===== config.mk =====
export PLATFORM = sky130hd
export DESIGN_NAME = gpio_int_ack_host
export DESIGN_NICKNAME = d
export VERILOG_FILES = /design/src/rtl/gpio_int_ack_host.sv
export SDC_FILE = /design/constraint.sdc
export NUM_CORES = 1
export LEC_CHECK = 0
export CAP_MARGIN = 20
export CELL_PAD_IN_SITES_DETAIL_PLACEMENT = 1
export CELL_PAD_IN_SITES_GLOBAL_PLACEMENT = 2
export CORE_ASPECT_RATIO = 1.5
export CORE_UTILIZATION = 30
export CTS_BUF_LIST = sky130_fd_sc_hd__clkbuf_8
export CTS_CLUSTER_DIAMETER = 40
export DETAILED_ROUTE_END_ITERATION = 6
export GPL_ROUTABILITY_DRIVEN = 0
export PLACE_DENSITY = 0.6
export SKIP_LAST_GASP = 1
export SYNTH_ARGS = -nofsm -noshare
export SYNTH_HDL_FRONTEND = slang
export SYNTH_SLANG_ARGS = --single-unit

===== constraint.sdc =====
create_clock -name clk_50m -period 2.4 [get_ports clk_50m]
set_input_delay 0.24 -clock clk_50m [delete_from_list [all_inputs] [get_ports clk_50m]]
set_output_delay 0.24 -clock clk_50m [all_outputs]
set_load 0.03 [all_outputs]

===== src/rtl/gpio_int_ack_host.sv =====
// CPU-side responder for the INTR/INTA_N/INT_CODE handshake, with a captured-code FIFO and register bus.
// Optional macro GPIO_INT_HOST_TIMEOUT_EN adds the acknowledge timeout, TOUT state and STATUS.ERR.
module gpio_int_ack_host #(
  parameter int CODE_W     = 3,
  parameter int DATA_W     = 8,
  parameter int ADDR_W     = 4,
  parameter int FIFO_DEPTH = 4,
  parameter int ACK_LEN    = 4,
  parameter int TO_CYC     = 16
) (
  input  logic              clk_50m,
  input  logic              rst_50m,
  input  logic              INTR,
  input  logic [CODE_W-1:0] INT_CODE,
  output logic              INTA_N,
  input  logic              i_csn_50m,
  input  logic              i_wr_50m,
  input  logic              i_rd_50m,
  input  logic [ADDR_W-1:0] i_addr_50m,
  input  logic [DATA_W-1:0] i_datin_50m,
  output logic [DATA_W-1:0] o_datout_50m,
  output logic              wr_valid,
  output logic              rd_valid
);

  localparam int PTR_W     = $clog2(FIFO_DEPTH);
  localparam int CNT_W     = PTR_W + 1;
  localparam int PIPE_N    = 6;
  localparam int ACK_MAX_N = (ACK_LEN > TO_CYC) ? ACK_LEN : TO_CYC;
  localparam int ACK_CNT_W = $clog2(ACK_MAX_N) + 1;

  localparam logic [ADDR_W-1:0]    ADDR_CTRL   = ADDR_W'(0);
  localparam logic [ADDR_W-1:0]    ADDR_STATUS = ADDR_W'(1);
  localparam logic [ADDR_W-1:0]    ADDR_CODE   = ADDR_W'(2);
  localparam logic [CNT_W-1:0]     CNT_FULL    = CNT_W'(FIFO_DEPTH);
  localparam logic [ACK_CNT_W-1:0] ACK_LAST    = ACK_CNT_W'(ACK_LEN - 1);
  localparam logic [ACK_CNT_W-1:0] ACK_SAT     = ACK_CNT_W'(ACK_MAX_N - 1);
`ifdef GPIO_INT_HOST_TIMEOUT_EN
  localparam logic [ACK_CNT_W-1:0] TO_LAST     = ACK_CNT_W'(TO_CYC - 1);
`endif

  typedef enum logic [1:0] {
    ST_IDLE    = 2'd0,
    ST_ACK     = 2'd1,
    ST_RELEASE = 2'd2,
    ST_TOUT    = 2'd3
  } state_t;

  logic                 csn_q_r;
  logic                 csn_fall_s;
  logic                 rd_fire_s;
  logic                 ctrl_wr_s;
  logic                 en_r;
  logic                 err_s;
  logic                 unused_s;

  logic [CODE_W-1:0]    mem_r [FIFO_DEPTH];
  logic [PTR_W-1:0]     wr_ptr_r;
  logic [PTR_W-1:0]     rd_ptr_r;
  logic [CNT_W-1:0]     count_r;
  logic                 empty_s;
  logic                 full_s;
  logic                 push_s;
  logic                 push_ok_s;
  logic                 pop_s;

  logic [DATA_W-1:0]    rd_data_s;
  logic [PIPE_N-1:0]    pipe_vld_r;
  logic [DATA_W-1:0]    pipe_dat_r [PIPE_N];

  state_t               state_r, state_s;
  logic [ACK_CNT_W-1:0] ack_cnt_r, ack_cnt_s;
  logic                 rel_cnt_r, rel_cnt_s;
  logic                 pushed_r, pushed_s;
  logic                 inta_n_s;

  assign unused_s = ^{1'b0, i_datin_50m[DATA_W-1:1]};

  // Chip-select edge detector for the bus strobes
  always_ff @(posedge clk_50m or posedge rst_50m) begin
    if (rst_50m) begin
      csn_q_r <= 1'b1;
    end else begin
      csn_q_r <= i_csn_50m;
    end
  end

  assign csn_fall_s = csn_q_r & ~i_csn_50m;
  assign wr_valid   = csn_fall_s & i_wr_50m;
  assign rd_fire_s  = csn_fall_s & i_rd_50m;
  assign ctrl_wr_s  = wr_valid & (i_addr_50m == ADDR_CTRL);

  // CTRL.EN register; ERR_CLR is a write-time pulse and never stored
  always_ff @(posedge clk_50m or posedge rst_50m) begin
    if (rst_50m) begin
      en_r <= 1'b0;
    end else if (ctrl_wr_s) begin
      en_r <= i_datin_50m[0];
    end else begin
      en_r <= en_r;
    end
  end

`ifdef GPIO_INT_HOST_TIMEOUT_EN
  logic err_r;
  logic err_clr_s;
  logic tout_set_s;

  assign err_clr_s = ctrl_wr_s & i_datin_50m[1];

  // Sticky timeout error; a timeout in the same cycle as ERR_CLR wins
  always_ff @(posedge clk_50m or posedge rst_50m) begin
    if (rst_50m) begin
      err_r <= 1'b0;
    end else if (tout_set_s) begin
      err_r <= 1'b1;
    end else if (err_clr_s) begin
      err_r <= 1'b0;
    end else begin
      err_r <= err_r;
    end
  end

  assign err_s = err_r;
`else
  assign err_s = 1'b0;
`endif

  assign empty_s   = (count_r == {CNT_W{1'b0}});
  assign full_s    = (count_r == CNT_FULL);
  assign pop_s     = rd_fire_s & (i_addr_50m == ADDR_CODE) & ~empty_s;
  assign push_ok_s = push_s & (~full_s | pop_s);

  // Code FIFO storage
  always_ff @(posedge clk_50m) begin
    if (push_ok_s) begin
      mem_r[wr_ptr_r] <= INT_CODE;
    end
  end

  // Code FIFO pointers and occupancy; power-of-two depth lets pointers wrap freely
  always_ff @(posedge clk_50m or posedge rst_50m) begin
    if (rst_50m) begin
      wr_ptr_r <= {PTR_W{1'b0}};
      rd_ptr_r <= {PTR_W{1'b0}};
      count_r  <= {CNT_W{1'b0}};
    end else begin
      if (push_ok_s) begin
        wr_ptr_r <= wr_ptr_r + PTR_W'(1);
      end
      if (pop_s) begin
        rd_ptr_r <= rd_ptr_r + PTR_W'(1);
      end
      case ({push_ok_s, pop_s})
        2'b10:   count_r <= count_r + CNT_W'(1);
        2'b01:   count_r <= count_r - CNT_W'(1);
        default: count_r <= count_r;
      endcase
    end
  end

  // Register read mux, sampled on the chip-select falling edge
  always_comb begin
    rd_data_s = {DATA_W{1'b0}};
    case (i_addr_50m)
      ADDR_CTRL: begin
        rd_data_s[0] = en_r;
      end
      ADDR_STATUS: begin
        rd_data_s[0]   = ~empty_s;
        rd_data_s[1]   = full_s;
        rd_data_s[2]   = err_s;
        rd_data_s[7:4] = 4'(count_r);
      end
      ADDR_CODE: begin
        if (!empty_s) begin
          rd_data_s[CODE_W-1:0] = mem_r[rd_ptr_r];
        end else begin
          rd_data_s = {DATA_W{1'b0}};
        end
      end
      default: begin
        rd_data_s = {DATA_W{1'b0}};
      end
    endcase
  end

  // Read latency pipe; each read carries its own token so reads can overlap
  always_ff @(posedge clk_50m or posedge rst_50m) begin
    if (rst_50m) begin
      pipe_vld_r <= {PIPE_N{1'b0}};
      for (int i = 0; i < PIPE_N; i++) begin
        pipe_dat_r[i] <= {DATA_W{1'b0}};
      end
    end else begin
      pipe_vld_r    <= {pipe_vld_r[PIPE_N-2:0], rd_fire_s};
      pipe_dat_r[0] <= rd_data_s;
      for (int i = 1; i < PIPE_N; i++) begin
        pipe_dat_r[i] <= pipe_dat_r[i-1];
      end
    end
  end

  // Read output stage; data holds the last returned value
  always_ff @(posedge clk_50m or posedge rst_50m) begin
    if (rst_50m) begin
      rd_valid     <= 1'b0;
      o_datout_50m <= {DATA_W{1'b0}};
    end else begin
      rd_valid <= pipe_vld_r[PIPE_N-1];
      if (pipe_vld_r[PIPE_N-1]) begin
        o_datout_50m <= pipe_dat_r[PIPE_N-1];
      end else begin
        o_datout_50m <= o_datout_50m;
      end
    end
  end

  // Handshake FSM state; INTA_N is registered so reset releases it immediately
  always_ff @(posedge clk_50m or posedge rst_50m) begin
    if (rst_50m) begin
      state_r   <= ST_IDLE;
      ack_cnt_r <= {ACK_CNT_W{1'b0}};
      rel_cnt_r <= 1'b0;
      pushed_r  <= 1'b0;
      INTA_N    <= 1'b1;
    end else begin
      state_r   <= state_s;
      ack_cnt_r <= ack_cnt_s;
      rel_cnt_r <= rel_cnt_s;
      pushed_r  <= pushed_s;
      INTA_N    <= inta_n_s;
    end
  end

  // Handshake FSM next state; ack_cnt_r counts cycles since INTA_N fell
  always_comb begin
    state_s   = state_r;
    ack_cnt_s = ack_cnt_r;
    rel_cnt_s = rel_cnt_r;
    pushed_s  = pushed_r;
    inta_n_s  = 1'b1;
    push_s    = 1'b0;
`ifdef GPIO_INT_HOST_TIMEOUT_EN
    tout_set_s = 1'b0;
`endif
    case (state_r)
      ST_IDLE: begin
        if (en_r && INTR && !full_s) begin
          state_s   = ST_ACK;
          ack_cnt_s = {ACK_CNT_W{1'b0}};
          pushed_s  = 1'b0;
          inta_n_s  = 1'b0;
        end else begin
          inta_n_s  = 1'b1;
        end
      end
      ST_ACK: begin
        push_s = ~INTR & ~pushed_r;
        if (push_s) begin
          pushed_s = 1'b1;
        end else begin
          pushed_s = pushed_r;
        end
        if (ack_cnt_r != ACK_SAT) begin
          ack_cnt_s = ack_cnt_r + ACK_CNT_W'(1);
        end else begin
          ack_cnt_s = ack_cnt_r;
        end
        if ((ack_cnt_r >= ACK_LAST) && (pushed_r || !INTR)) begin
          state_s   = ST_RELEASE;
          rel_cnt_s = 1'b0;
          inta_n_s  = 1'b1;
`ifdef GPIO_INT_HOST_TIMEOUT_EN
        end else if (!pushed_r && INTR && (ack_cnt_r == TO_LAST)) begin
          state_s    = ST_TOUT;
          tout_set_s = 1'b1;
          inta_n_s   = 1'b1;
`endif
        end else begin
          inta_n_s  = 1'b0;
        end
      end
      ST_RELEASE: begin
        inta_n_s = 1'b1;
        if (rel_cnt_r) begin
          state_s   = ST_IDLE;
        end else begin
          rel_cnt_s = 1'b1;
        end
      end
      ST_TOUT: begin
        state_s   = ST_RELEASE;
        rel_cnt_s = 1'b0;
        inta_n_s  = 1'b1;
      end
      default: begin
        state_s  = ST_IDLE;
        inta_n_s = 1'b1;
      end
    endcase
  end

endmodule


After elaboration in Yosys (flattened, before gate mapping)

Memory sizes are Yosys's and may differ from the RTL's.
Cells that the tools add are included.

Bits in registers: 75
Bits in writable memories: 12
Output and inout port bits: 11
Logic and storage cells: 94
Memories: 1

Memory list:

| memory | depth | bits a word | rd ports | clocked after Yosys merged registers in | wr ports | RTL line | text |
|---|---|---|---|---|---|---|---|
| mem_r  | 4     | 3           | 1        | 0                                       | 1        | 57       | `logic [CODE_W-1:0] mem_r [FIFO_DEPTH];` |

Add/subtract/negate cells: 5
Order comparisons: 1
Equal/unequal tests: 14
Mux-type cells: 23
Bitwise operators: 14
Reductions and logical operators: 17

Operator list:

| cell                                                 | number |
|---|---|
| 2-to-1 mux 5 bit                                     | 2 |
| != test 2 bit (second input constant)                | 5 |
| case mux 5 bit (2 select lines)                      | 1 |
| case mux 1 bit (3 select lines)                      | 3 |
| AND reduction 3 bit                                  | 3 |
| AND 1 bit                                            | 8 |
| 2-to-1 mux 1 bit                                     | 8 |
| case mux 2 bit (4 select lines)                      | 1 |
| equality test 2 bit (second input constant)          | 3 |
| 2-to-1 mux 2 bit                                     | 3 |
| 2-to-1 mux 3 bit                                     | 2 |
| case mux 3 bit (2 select lines)                      | 1 |
| adder 5 x 1 -> 5 bit (second input constant)         | 1 |
| >= comparator 5 x 2 -> 1 bit (second input constant) | 1 |
| != test 5 x 4 -> 1 bit (second input constant)       | 1 |
| inverter 1 bit                                       | 5 |
| adder 2 x 1 -> 2 bit (second input constant)         | 2 |
| equality test 2 x 1 -> 1 bit (second input constant) | 2 |
| equality test 4 x 1 -> 1 bit (second input constant) | 1 |
| equality test 4 x 2 -> 1 bit (second input constant) | 1 |
| zero test 4 bit                                      | 1 |
| case mux 2 bit (2 select lines)                      | 1 |
| nonzero test 2 bit                                   | 2 |
| adder 3 x 1 -> 3 bit (second input constant)         | 1 |
| 12 further kinds                                     | 15 |

Depth between registers and ports, before layout

Depth in word-level cells: 9
Depth in mapped cells: 9
Mapped depth without buffers: 9

Least setup slack after synthesis

Ideal clock, no wire load.

Kind: register to register
Start point: reg csn_q_r
End point: reg count_r[2]
Setup time: 0.125 ns
Arrival time: 2.206 ns
Data required time: 2.275 ns
Path slack: 0.069 ns
Stages on the path, launching flop included: 10
Clock period less this slack: 2.331 ns
Cell sequence: dfstp_2 > and3b_1 > nand2_2 > a2111oi_4 > inv_1 > ha_1 > fa_1 > xnor2_1 > nor2_1 > xor2_1

Longest elaborated chain between the ends: 8
Elaborated cells between the ends (all ways): 10

Ends and longest elaborated chain:

| element                                                                      | RTL line | text |
|---|---|---|
| start, declared                                                              | 49       | `logic csn_q_r;` |
| start signal, assigned                                                       | 84       | `csn_q_r <= i_csn_50m;` |
| AND 1 bit (*)                                                                | 88       | `assign csn_fall_s = csn_q_r & ~i_csn_50m;` |
| AND 1 bit (*)                                                                | 90       | `assign rd_fire_s = csn_fall_s & i_rd_50m;` |
| named net rd_fire_s                                                          | 51       | `logic rd_fire_s;` |
| AND 1 bit (*) (2 in series)                                                  | 131      | `assign pop_s = rd_fire_s & (i_addr_50m == ADDR_CODE) & ~empty_s;` |
| bitwise OR 1 bit                                                             | 132      | `assign push_ok_s = push_s & (~full_s \| pop_s);` |
| AND 1 bit                                                                    | 132      |  |
| equality test 2 x 1 -> 1 bit / equality test 2 bit (equally long branches)   | 154      | `case ({push_ok_s, pop_s})` |
| case mux 3 bit (2 select lines) / nonzero test 2 bit (equally long branches) | -        |  |
| end signal, assigned                                                         | 155      | `2'b10: count_r <= count_r + CNT_W'(1);` |
| end signal, assigned                                                         | 156      | `2'b01: count_r <= count_r - CNT_W'(1);` |
| end signal, assigned                                                         | 157      | `default: count_r <= count_r;` |
| end, declared                                                                | 60       | `logic [CNT_W-1:0] count_r;` |

The timed path passes the listed nets; every way through them passes the cells marked *.
A chain may end at the register's enable or synchronous reset.

Worst setup path after layout

Same ends and word-level chain as after synthesis.

==> metrics.md <==
| Metric | Value |
|---|---|
| Crit path launch | csn_q_r$_DFF_PP1_ |
| Crit path to | count_r[2]$_DFFE_PP0P_ |
| Post-DP HPWL | 3230 µm |
| DR WL/cell | 14.3 µm |
| Main combinational cell family by area after synthesis | simple AND/OR/NAND/NOR gates |
| Vias in the first global route | around 1600 |
| Final setup viols | 0 |
| Core area | just over 9000 µm² |
| Async set-reset flop share out of synthesis | a little over four fifths |
| Design Power | around 3200 µW |
| Cell Rows | 43 |
| CTS sink count | 80 |
| Synth Area in Compound Gates | 3.68% |
| Top FF cell, synth | dfrtp_1 |
| Resized cells post-CTS | 0 |
| Status | finished clean |
| Total Routed Length | 4740 µm |
| Vias per Instance | 4.50 |
| Final setup TNS | 0 ns |
| Area occupied by multi-input gates | 738 µm² |
| CP arrival | around 2.5 ns |
| Final min period | ~2.2 ns |
| ANT cells | 0 |
| CTS tree | yes |
| Netlist cell types | 42 |
| Most instantiated library cell after synthesis | dfrtp_1 |
| Final period utilization | just over 90% |
| R2r setup slk | around 0.15 ns |
| Largest net degree at the start of global routing | 69 |
| # Post-CTS Setup Buffers | 0 |
| Syn. warnings | 0 |
| Clock skew | 0.00604 ns |
| Synth Area in XOR/XNOR | 2.15% |
| Die W | 81.7 µm |
| Reg-to-reg endpoint | count_r[2]$_DFFE_PP0P_ |
| Final Instance Area | 3490 µm² |
| Dpl ws | -0.222 ns |
| Max rail drop VDD | between 0.2 and 0.3 mV |
| DRT Pass-1 Iters | 4 |
| Antenna viol nets, final | 0 |
| Switching power | 931 µW |
| Synth Area in Simple Gates | 9.95% |
| Critical Path End Type | flop |
| Class of the worst hold path | input port to async pin |
| Top cell type's share of synthesized area | between 50 and 60% |
| Final net count | 244 |
| Clk buf depth | 2 |
| Static Leak | 0.00159 µW |
| CP Data Required Time | 2.68 ns |
| P_int | 2290 µW |
| Starting Density | 30.9% |
| CP Class | flop to flop |
| Avg Cell Area, Syn | 16.2 µm² |
| P&R area growth vs syn | 22.1% |
| Worst reg2reg path depth | 9 |
| Final core utilization | 37.7% |
| Synth area leaders | dfrtp_1 58%, edfxtp_1 13%, mux2_2 3.2% |
| Max-cap viol count | 0 |
| Fillers | 973 |
| Flop pwr share | ~53% |
| Power per standard cell area | 924 nW/µm² |
| Io pins | 32 |
| Adder-Cell Fraction of Synth Area | around 3.8% |
| EDFF count, synth | 12 |
| Max FO, Critical Path | 2 |
| Final WS setup | 0.154 ns |
| Clk slew on worst S/H paths | around 0.080 ns |
| Synth top cells by count | 66 x dfrtp_1, 12 x edfxtp_1, 8 x mux2_2 |
| H-tree levels | 3 |
| Seq cells post-synth | 80 |
| Register area share after synthesis | 72.3% |
| Cell Area, Placed | about 3300 µm² |
| Pins Over Slew Limit | 0 |
| Clock Latency Late Sink | 0.35 ns |
| RSZ-0062 raised after global routing | no |
| GRT Total Usage | 11.3% |
| Die Footprint | 9920 µm² |
| Multiplexer area fraction after synthesis | 6.05% |
| Port Buffer Count | 22 |
| DR iter-0 viols | 78 |
| Final hold vios | 0 |
| Mapped Cells | 176 |
| First-pass GRT wire length | 7960 µm |
| Die span in y | approximately 120 µm |
| Critical path launch point type | flop |
| CTS Hold Buffers Added | 0 |
| Cts bufs inserted | 9 |
| Synthesized area | 2860 µm² |
| Clock share of power | a little under a third |
| Vias after detailed routing | 1493 |
| FF+latch area | 2060 µm² |
| Logic pwr share | between 10% and 20% |
| Fmax | 445 MHz |
| GRT overflow | 0 |
| Layout cells sized above 1 | 26.4% |
| Reg2reg start | csn_q_r$_DFF_PP1_ |
| Sw frac | 28.9% |
| Clock Tree Root | clkbuf_8 |
| Post-synth top area cell | dfrtp_1 |
| Remaining DRCs | 0 |
| Initial antenna violation count | 0 |
-- flip-flops by register name, summed over array words and instances (netlist names), 2 cells and up --
signal        count
rd_ptr_r          2
pipe_vld_r        6
wr_ptr_r          2
state_r           2
pipe_dat_r       36
o_datout_50m      6
count_r           3
mem_r            12
ack_cnt_r         5
-- power groups by stage --
stage | clock [µW] | combinational, µW | sequential (µW)
after floorplan | 0 | 358 | 1710
after global placement | 0 | 489 | 1750
after detailed placement | 0 | 508 | 1750
after CTS | 1060 | 507 | 1720
after global routing | 1110 | 561 | 1750
final | 1010 | 491 | 1720
-- worst max-delay path, stage by stage (launching register included) --
cell and delay [ns]:
dfstp_2 0.53, and3b_1 0.18, nand2_2 0.07, a2111oi_4 0.31, inv_1 0.08, ha_1 0.23
fa_1 0.38, xnor2_1 0.13, nor2_1 0.11, xor2_1 0.15
-- per-layer routing --
metal / track usage, % / vias to the layer above / wire length [µm] / share of wire (%)
met2: 18.2 / 34 / 2490 / 52
met5: 0 / - / 0 / 0
met4: 6.58 / 0 / 91 / 1.9
li1: - / 682 / - / -
met1: 13.0 / 767 / 1990 / 42
met3: 3.38 / 10 / 168 / 3.5
-- final cells by class --
cell class / count / area share (%)
inverter: 7 / 0.754
clock inverter: 7 / 2.23
clock buffer: 9 / 3.55
sequential: 80 / 59.2
multi-input combinational: 84 / 21.2
tap: 112 / 4.02
timing repair buffer: 33 / 9.05
-- per-stage QoR --
step | hold slack, ns | std cells
global route | 0.304 | 332
CTS | 0.284 | 332
floorplan | 0.244 | 177
detailed placement | 0.336 | 316
finish | 0.285 | 332
global placement | 0.332 | 316
-- worst min-delay path by stage --
stage | from | to | slack [ns]
detailed placement | pipe_dat_r[8]$_DFF_PP0_ | pipe_dat_r[0]$_DFF_PP0_ | 0.34
CTS | rst_50m | o_datout_50m[0]$_DFFE_PP0P_ | 0.28
floorplan | i_csn_50m | csn_q_r$_DFF_PP1_ | 0.24
finish | rst_50m | o_datout_50m[0]$_DFFE_PP0P_ | 0.28
global placement | pipe_vld_r[4]$_DFF_PP0_ | pipe_vld_r[5]$_DFF_PP0_ | 0.33
global route | rst_50m | pipe_dat_r[0]$_DFF_PP0_ | 0.30
-- logic make-up (layout without fill, tap and decap cells) --
logic type,after synthesis,count (layout)
AOI/OAI and AO/OA,14,14
xor gates and xnor gates,7,7
adders and majority gates,8,8
buffers and inverters,13,56
DFF,80,80
muxes,12,12
other,1,2
and+or+nand+nor,41,41
-- cell usage in the layout, fill, tap and decap left out, types with 3 or more instances in the layout --
master / netlist / final
and3_2: 5 / 5
o21ai_0: 6 / 6
edfxtp_1: 12 / 12
and2_2: 5 / 5
dfrtp_1: 66 / 66
ha_1: 7 / 7
clkdlybuf4s50_1: 0 / 22
mux4_2: 3 / 3
nand3_1: 5 / 5
a21oi_1: 3 / 3
nand2_1: 7 / 7
clkbuf_8: 0 / 9
inv_1: 7 / 6
mux2_2: 8 / 8
buf_4: 2 / 10
xnor2_1: 5 / 5
No activity file was read; power rests on OpenSTA's default activity.
